## src/rtl/bldc_commutator.sv

```systemverilog
// Six-step hall commutation stage: synchronises and filters the hall
// sensors, maps the filtered code to per-phase duty/float requests, and
// guards the bridge with direction dead time, hall and stall faults.
module bldc_commutator #(
    parameter int DUTY_WIDTH   = 10,
    parameter int HALL_FILTER  = 4,
    parameter int DIR_DEADTIME = 1024,
    parameter int STALL_CYCLES = 1048576
) (
    input  logic                  clock,
    input  logic                  reset,
    input  logic                  enable,
    input  logic                  direction,
    input  logic [DUTY_WIDTH-1:0] duty_mag,
    input  logic [2:0]            hall,
    input  logic                  fault_clear,
    output logic [DUTY_WIDTH-1:0] duty_a,
    output logic [DUTY_WIDTH-1:0] duty_b,
    output logic [DUTY_WIDTH-1:0] duty_c,
    output logic                  high_z_a,
    output logic                  high_z_b,
    output logic                  high_z_c,
    output logic                  hall_fault,
    output logic                  stall_fault,
    output logic [15:0]           hall_count,
    output logic                  running
);
    localparam int FW = $clog2(HALL_FILTER + 1);
    localparam int DW = $clog2(DIR_DEADTIME + 1);
    localparam int SW = $clog2(STALL_CYCLES + 1);
    localparam logic [FW-1:0] FILT_MAX   = FW'(HALL_FILTER);
    localparam logic [DW-1:0] DEAD_LAST  = DW'(DIR_DEADTIME - 1);
    localparam logic [SW-1:0] STALL_LAST = SW'(STALL_CYCLES - 1);
    localparam logic [SW-1:0] STALL_MAX  = SW'(STALL_CYCLES);

    typedef enum logic [1:0] {S_IDLE, S_RUN, S_DEAD, S_FAULT} state_t;

    state_t                r_state;
    state_t                w_state_next;
    logic [2:0]            r_hall_s1, r_hall_s2, r_hall_cand, r_hall_filt, r_hall_prev;
    logic [FW-1:0]         r_filt_cnt, w_filt_cnt_next;
    logic [DW-1:0]         r_dead_cnt;
    logic [SW-1:0]         r_stall_cnt;
    logic [15:0]           r_hall_count;
    logic                  r_dir, r_hall_fault, r_stall_fault;
    logic                  w_hall_fault_set, w_stall_fault_set, w_fault_clear;
    logic [2:0]            w_pos_new, w_pos_old;
    logic                  w_hall_valid, w_prev_valid, w_hall_changed;
    logic                  w_step_fwd, w_step_rev, w_hall_bad, w_stall_hit, w_drive;
    logic [2:0]            w_pwm_fwd, w_low_fwd, w_pwm_sel, w_low_sel;
    logic [DUTY_WIDTH-1:0] r_duty [3];
    logic                  r_high_z [3];

    // Position of a hall code along the forward sequence; 7 marks 000/111.
    function automatic logic [2:0] hall_pos(input logic [2:0] code);
        case (code)
            3'b001:  hall_pos = 3'd0;
            3'b011:  hall_pos = 3'd1;
            3'b010:  hall_pos = 3'd2;
            3'b110:  hall_pos = 3'd3;
            3'b100:  hall_pos = 3'd4;
            3'b101:  hall_pos = 3'd5;
            default: hall_pos = 3'd7;
        endcase
    endfunction

    assign w_pos_new      = hall_pos(r_hall_filt);
    assign w_pos_old      = hall_pos(r_hall_prev);
    assign w_hall_valid   = (w_pos_new != 3'd7);
    assign w_prev_valid   = (w_pos_old != 3'd7);
    assign w_hall_changed = (r_hall_filt != r_hall_prev);
    assign w_step_fwd     = (w_pos_old == 3'd5) ? (w_pos_new == 3'd0) : (w_pos_new == w_pos_old + 3'd1);
    assign w_step_rev     = (w_pos_new == 3'd5) ? (w_pos_old == 3'd0) : (w_pos_old == w_pos_new + 3'd1);
    assign w_hall_bad     = !w_hall_valid ||
                            (w_hall_changed && !(w_prev_valid && (w_step_fwd || w_step_rev)));
    assign w_stall_hit    = (r_state == S_RUN) && (duty_mag != '0) && !w_hall_changed &&
                            (r_stall_cnt >= STALL_LAST);

    // Run length of the current synchronised code, saturating at the filter depth.
    always_comb begin
        w_filt_cnt_next = FW'(1);
        if (r_hall_s2 == r_hall_cand)
            w_filt_cnt_next = (r_filt_cnt == FILT_MAX) ? r_filt_cnt : r_filt_cnt + 1'b1;
    end

    // Two-flop synchroniser, consecutive-sample filter and previous filtered code.
    always_ff @(posedge clock or posedge reset) begin
        if (reset) begin
            r_hall_s1   <= '0;
            r_hall_s2   <= '0;
            r_hall_cand <= '0;
            r_hall_filt <= '0;
            r_hall_prev <= '0;
            r_filt_cnt  <= '0;
        end else begin
            r_hall_s1   <= hall;
            r_hall_s2   <= r_hall_s1;
            r_hall_prev <= r_hall_filt;
            r_filt_cnt  <= w_filt_cnt_next;
            if (r_hall_s2 != r_hall_cand)
                r_hall_cand <= r_hall_s2;
            if (w_filt_cnt_next == FILT_MAX)
                r_hall_filt <= r_hall_s2;
        end
    end

    // State register.
    always_ff @(posedge clock or posedge reset) begin
        if (reset)
            r_state <= S_IDLE;
        else
            r_state <= w_state_next;
    end

    // Next state and fault set/clear; faults outrank enable and direction changes.
    always_comb begin
        w_state_next      = r_state;
        w_hall_fault_set  = 1'b0;
        w_stall_fault_set = 1'b0;
        w_fault_clear     = 1'b0;
        case (r_state)
            S_IDLE: begin
                if (enable && w_hall_valid)
                    w_state_next = S_RUN;
            end
            S_RUN: begin
                w_hall_fault_set  = w_hall_bad;
                w_stall_fault_set = w_stall_hit;
                if (w_hall_bad || w_stall_hit)
                    w_state_next = S_FAULT;
                else if (!enable)
                    w_state_next = S_IDLE;
                else if (direction != r_dir)
                    w_state_next = S_DEAD;
            end
            S_DEAD: begin
                w_hall_fault_set = w_hall_bad;
                if (w_hall_bad)
                    w_state_next = S_FAULT;
                else if (!enable)
                    w_state_next = S_IDLE;
                else if ((direction == r_dir) && (r_dead_cnt == DEAD_LAST))
                    w_state_next = S_RUN;
            end
            default: begin
                // A still-invalid code is a live fault, so a clear request cannot win.
                if (fault_clear) begin
                    if (!w_hall_valid)
                        w_hall_fault_set = 1'b1;
                    else begin
                        w_fault_clear = 1'b1;
                        w_state_next  = S_IDLE;
                    end
                end
            end
        endcase
    end

    // Dead-time counter, direction latch, stall counter and hall edge counter.
    always_ff @(posedge clock or posedge reset) begin
        if (reset) begin
            r_dead_cnt   <= '0;
            r_dir        <= 1'b0;
            r_stall_cnt  <= '0;
            r_hall_count <= '0;
        end else begin
            if ((r_state == S_DEAD) && (w_state_next == S_DEAD) && (direction == r_dir))
                r_dead_cnt <= r_dead_cnt + 1'b1;
            else
                r_dead_cnt <= '0;
            if ((w_state_next == S_DEAD) || ((w_state_next == S_RUN) && (r_state != S_RUN)))
                r_dir <= direction;
            if ((r_state == S_RUN) && (w_state_next == S_RUN) && !w_hall_changed && (duty_mag != '0)) begin
                if (r_stall_cnt != STALL_MAX)
                    r_stall_cnt <= r_stall_cnt + 1'b1;
            end else begin
                r_stall_cnt <= '0;
            end
            if ((r_state == S_RUN) && w_hall_changed)
                r_hall_count <= r_hall_count + 16'd1;
        end
    end

    // Latched fault flags; a set in the same cycle as a clear keeps the flag.
    always_ff @(posedge clock or posedge reset) begin
        if (reset) begin
            r_hall_fault  <= 1'b0;
            r_stall_fault <= 1'b0;
        end else begin
            if (w_hall_fault_set)
                r_hall_fault <= 1'b1;
            else if (w_fault_clear)
                r_hall_fault <= 1'b0;
            if (w_stall_fault_set)
                r_stall_fault <= 1'b1;
            else if (w_fault_clear)
                r_stall_fault <= 1'b0;
        end
    end

    // Forward commutation table as one-hot phase masks, bit 0 = A.
    always_comb begin
        w_pwm_fwd = 3'b000;
        w_low_fwd = 3'b000;
        case (r_hall_filt)
            3'b001: begin w_pwm_fwd = 3'b001; w_low_fwd = 3'b010; end
            3'b011: begin w_pwm_fwd = 3'b001; w_low_fwd = 3'b100; end
            3'b010: begin w_pwm_fwd = 3'b010; w_low_fwd = 3'b100; end
            3'b110: begin w_pwm_fwd = 3'b010; w_low_fwd = 3'b001; end
            3'b100: begin w_pwm_fwd = 3'b100; w_low_fwd = 3'b001; end
            3'b101: begin w_pwm_fwd = 3'b100; w_low_fwd = 3'b010; end
            default: begin w_pwm_fwd = 3'b000; w_low_fwd = 3'b000; end
        endcase
    end

    // Whenever the next state is RUN the live direction input equals the latched one.
    assign w_pwm_sel = direction ? w_low_fwd : w_pwm_fwd;
    assign w_low_sel = direction ? w_pwm_fwd : w_low_fwd;
    assign w_drive   = (w_state_next == S_RUN);

    genvar gi;
    generate
        for (gi = 0; gi < 3; gi++) begin : g_phase
            // Per-phase registered duty and float request.
            always_ff @(posedge clock or posedge reset) begin
                if (reset) begin
                    r_duty[gi]   <= '0;
                    r_high_z[gi] <= 1'b1;
                end else if (w_drive && w_pwm_sel[gi]) begin
                    r_duty[gi]   <= duty_mag;
                    r_high_z[gi] <= 1'b0;
                end else if (w_drive && w_low_sel[gi]) begin
                    r_duty[gi]   <= '0;
                    r_high_z[gi] <= 1'b0;
                end else begin
                    r_duty[gi]   <= '0;
                    r_high_z[gi] <= 1'b1;
                end
            end
        end
    endgenerate

    assign duty_a      = r_duty[0];
    assign duty_b      = r_duty[1];
    assign duty_c      = r_duty[2];
    assign high_z_a    = r_high_z[0];
    assign high_z_b    = r_high_z[1];
    assign high_z_c    = r_high_z[2];
    assign hall_fault  = r_hall_fault;
    assign stall_fault = r_stall_fault;
    assign hall_count  = r_hall_count;
    assign running     = (r_state == S_RUN);
endmodule

```

## config.mk

```make
export PLATFORM = sky130hd
export DESIGN_NAME = bldc_commutator
export DESIGN_NICKNAME = d
export VERILOG_FILES = /design/src/rtl/bldc_commutator.sv
export SDC_FILE = /design/constraint.sdc
export NUM_CORES = 1
export LEC_CHECK = 0
export CAP_MARGIN = 20
export CORE_UTILIZATION = 66
export DETAILED_ROUTE_END_ITERATION = 12
export DONT_BUFFER_PORTS = 1
export GPL_TIMING_DRIVEN = 0
export PLACE_DENSITY = 0.82
export SLEW_MARGIN = 30
export SYNTH_ARGS = -nofsm -noshare
export SYNTH_HDL_FRONTEND = slang
export SYNTH_SLANG_ARGS = --single-unit
```

## constraint.sdc

```tcl
create_clock -name clock -period 5.95 [get_ports clock]
set_clock_uncertainty 0.05 [all_clocks]
set_input_delay 1.785 -clock clock [delete_from_list [all_inputs] [get_ports clock]]
set_output_delay 1.785 -clock clock [all_outputs]
set_load 0.1 [all_outputs]
```

==> qor.txt <==
Status: finished, final reports clean
Area Overhead vs Synth: 7.13%
N_diodes: 0
Post-Route Utilization: 74.3%
NumNets Final: 508
TritonRoute pass-1 iters: 4
Setup_tns: 0 ps
# hold bufs at CTS: 0
DP Wirelength: 6.69 mm
CP cell instances: buf_2, xor2_1, nor2_1, a21oi_1, o22ai_1, a221o_1, a21oi_1, a21oi_4, and3b_1, clkbuf_1, and2_1
Worst-margin pin slew: 1010 ps
Max Cap Viol: 0
Post-synthesis cell type count: 59
Die area: 8150 um^2
Minimum clock period: 3680 ps
Initial antenna violation count: 0
Vias per Instance: 5.74
CP max stage delay: 300 ps
Worst VDD drop: 0.223 mV
Leak Pwr: 2.42 nW
Gr usage total: 24.8%
CTS tree: done
Cts bufs inserted: 9
Post-CTS Setup Inserts: 0
RSZ-0062 raised after global routing: no
Seq/Total Area, Yosys: 50.7%
Ports: 70
Core Footprint: 7410 um^2
CP Buf/Inv Count: 2
Port Buffers: 0
Critical path type: in2reg
Async SR Flop Fraction: 100%
Grt ovf: 0
Highest Clock Rate: 272 MHz
Setup WS post-layout: 2270 ps
Worst Hold Class: reg2reg
Cells after Synth: 460
Yosys Warn Count: 0
Period Utilization, post-route: 61.9%
Vias in the first global route: 3434
Rows: 31
Critical path peak fanout: 10
First-pass GRT wire length: 16.4 mm
DR vias: 3308
Synthesized net count: 496
Critical Path Slowest Stage Cell: a221o_1
Drt initial violations: 126
Largest net degree at the start of global routing: 68
GPL Wtd Cong: 0.869
Synthesis-stage register bit count: 104
Routed length per instance: 16.0 um
Clock sink count: 104
Fillers: 486
Htree depth: 3
Worst EP arrival: 3880 ps
Die Ht: 90.3 um
Cell area after synthesis: 5140 um^2
Clock slew at reported path FFs: 100 ps
Pre-CTS WS: 1920 ps
Post-synth EDFFs: 0
Delay-heaviest family, CP: compound AO/OA/AOI/OAI gates
Final setup fails: 0
Slew HR: 32.4%
Post_cts resized: 0
Worst-Skew Late Latency: 350 ps
CP Launch Type: input port
PwrDens: 377 nW/um^2
ANT nets after route: 0
Remaining DRCs: 0
Initial cell density of the core: 69.4%
Endpoints failing hold: 0
Root Buffer: clkbuf_8
Most used cell, CP: a21oi_1
Final WL: 9.24 mm
Die width: 90.3 um
Worst path required time: 6150 ps
CTS max path bufs: 2
Top_reg_cell synth: dfrtp_1
Post-Syn Area per Cell: 11.2 um^2
Share of layout cells above drive strength 1: 14.9%
Critical path capture point type: register
Slew Limit Fails: 0
[cells in the mapped netlist (4+ instances only)]
cell type / count / area share (%)
ha_1: 18 / 4.4
o21ai_0: 7 / 0.68
nand4_1: 6 / 0.73
nand2_1: 25 / 1.8
nand3_1: 27 / 2.6
dfrtp_1: 101 / 49
mux2_2: 5 / 1.1
nor2_1: 35 / 2.6
and3_1: 7 / 0.85
inv_1: 19 / 1.4
nor3_1: 5 / 0.49
xor2_1: 23 / 3.9
clkbuf_1: 7 / 0.51
nor4_1: 7 / 0.85
xnor2_1: 33 / 5.6
nor2_4: 20 / 4.4
and2_1: 33 / 4.0
o21ai_1: 5 / 0.49
nand2b_1: 8 / 0.97
a21oi_1: 8 / 0.78
buf_2: 4 / 0.39
nor2b_1: 7 / 0.85
[registers in the layout, indices dropped and copies added, names as in the netlist, 2 cells and up]
signal,count
r_dead_cnt,11
hall_count,16
r_state,2
duty_a,10
r_hall_cand,3
duty_c,10
r_filt_cnt,3
r_stall_cnt,21
r_hall_s1,3
r_hall_filt,3
duty_b,10
r_hall_prev,3
r_hall_s2,3
[layout make-up]
type                            count  area [um^2]  area share, %
Sequential cell                   104         2610           47.3
Multi-Input combinational cell    322         2370           43.0
Clock buffer                       12          165           3.00
Tap cell                           99          124           2.25
Buffer                             15          101           1.84
Inverter                           19         76.3           1.39
Clock inverter                      4         36.3          0.659
Timing Repair Buffer                1         27.5          0.500
[routing by layer]
metal | vias to the layer above | part of all wire (%) | GRT usage (%)
met5 | - | 0 | 0
met4 | 0 | 1.3 | 7.53
met3 | 10 | 5.2 | 6.14
met2 | 88 | 48 | 41.1
met1 | 1649 | 45 | 32.2
li1 | 1561 | - | -
[cells in the final DEF (no fill, tap or decap), types with 3 or more instances in the layout]
master	instances
dfrtp_1	101
nor2_1	35
and2_1	33
xnor2_1	33
nand3_1	27
nand2_1	25
xor2_1	23
nor2_4	20
inv_1	18
ha_1	17
clkbuf_8	12
nand2b_1	8
a21oi_1	8
and3_1	7
nor2b_1	7
o21ai_0	7
clkbuf_1	7
nor4_1	6
nand4_1	6
nor3_1	5
mux2_2	5
o21ai_1	5
buf_2	4
mux2i_1	3
dfstp_2	3
[worst paths after layout]
check	from	end	slack (ps)	cells after the start
max	direction	duty_b[7]$_DFF_PP0_	2270	11
min reg2reg	r_hall_s1[0]$_DFF_PP0_	r_hall_s2[0]$_DFF_PP0_	310	0
min	r_hall_s1[0]$_DFF_PP0_	r_hall_s2[0]$_DFF_PP0_	310	0
max reg2reg	r_hall_filt[0]$_DFFE_PP0N_	duty_a[6]$_DFF_PP0_	2400	12
min in group asynchronous	reset	r_stall_cnt[12]$_DFFE_PP0P_	1220	1
max in group asynchronous	reset	r_dead_cnt[6]$_DFF_PP0_	4010	2
[per-stage QoR]
| step | area [um^2] | total power [mW] | hold WS (ps) | std cells |
|---|---|---|---|---|
| after detailed placement | 5300 | 1.65 | 296 | 560 |
| after global placement | 5270 | 1.62 | 286 | 559 |
| after global routing | 5510 | 2.18 | 308 | 576 |
| final | 5510 | 2.08 | 306 | 576 |
| after floorplan | 5140 | 1.53 | 281 | 460 |
| after CTS | 5500 | 2.08 | 309 | 576 |
[cells by family after synthesis]
family,after synthesis,share of synthesized area (%)
AND/OR/NAND/NOR,196,23.2
flip-flops,104,50.7
XOR/XNOR,57,9.86
AO/OA/AOI/OAI,43,6.84
buffers and inverters,34,3.36
adder cells (fa/ha/maj),18,4.38
multiplexers,8,1.68
[power breakdown]
group | internal (mW) | leakage, nW | switching [mW] | total, mW
combinational | 0.264 | 0.924 | 0.383 | 0.647
clock | 0.191 | 0.101 | 0.240 | 0.432
sequential | 0.756 | 1.40 | 0.243 | 0.999
total | 1.21 | 2.42 | 0.865 | 2.08
Power figures use the tool's default switching activity.
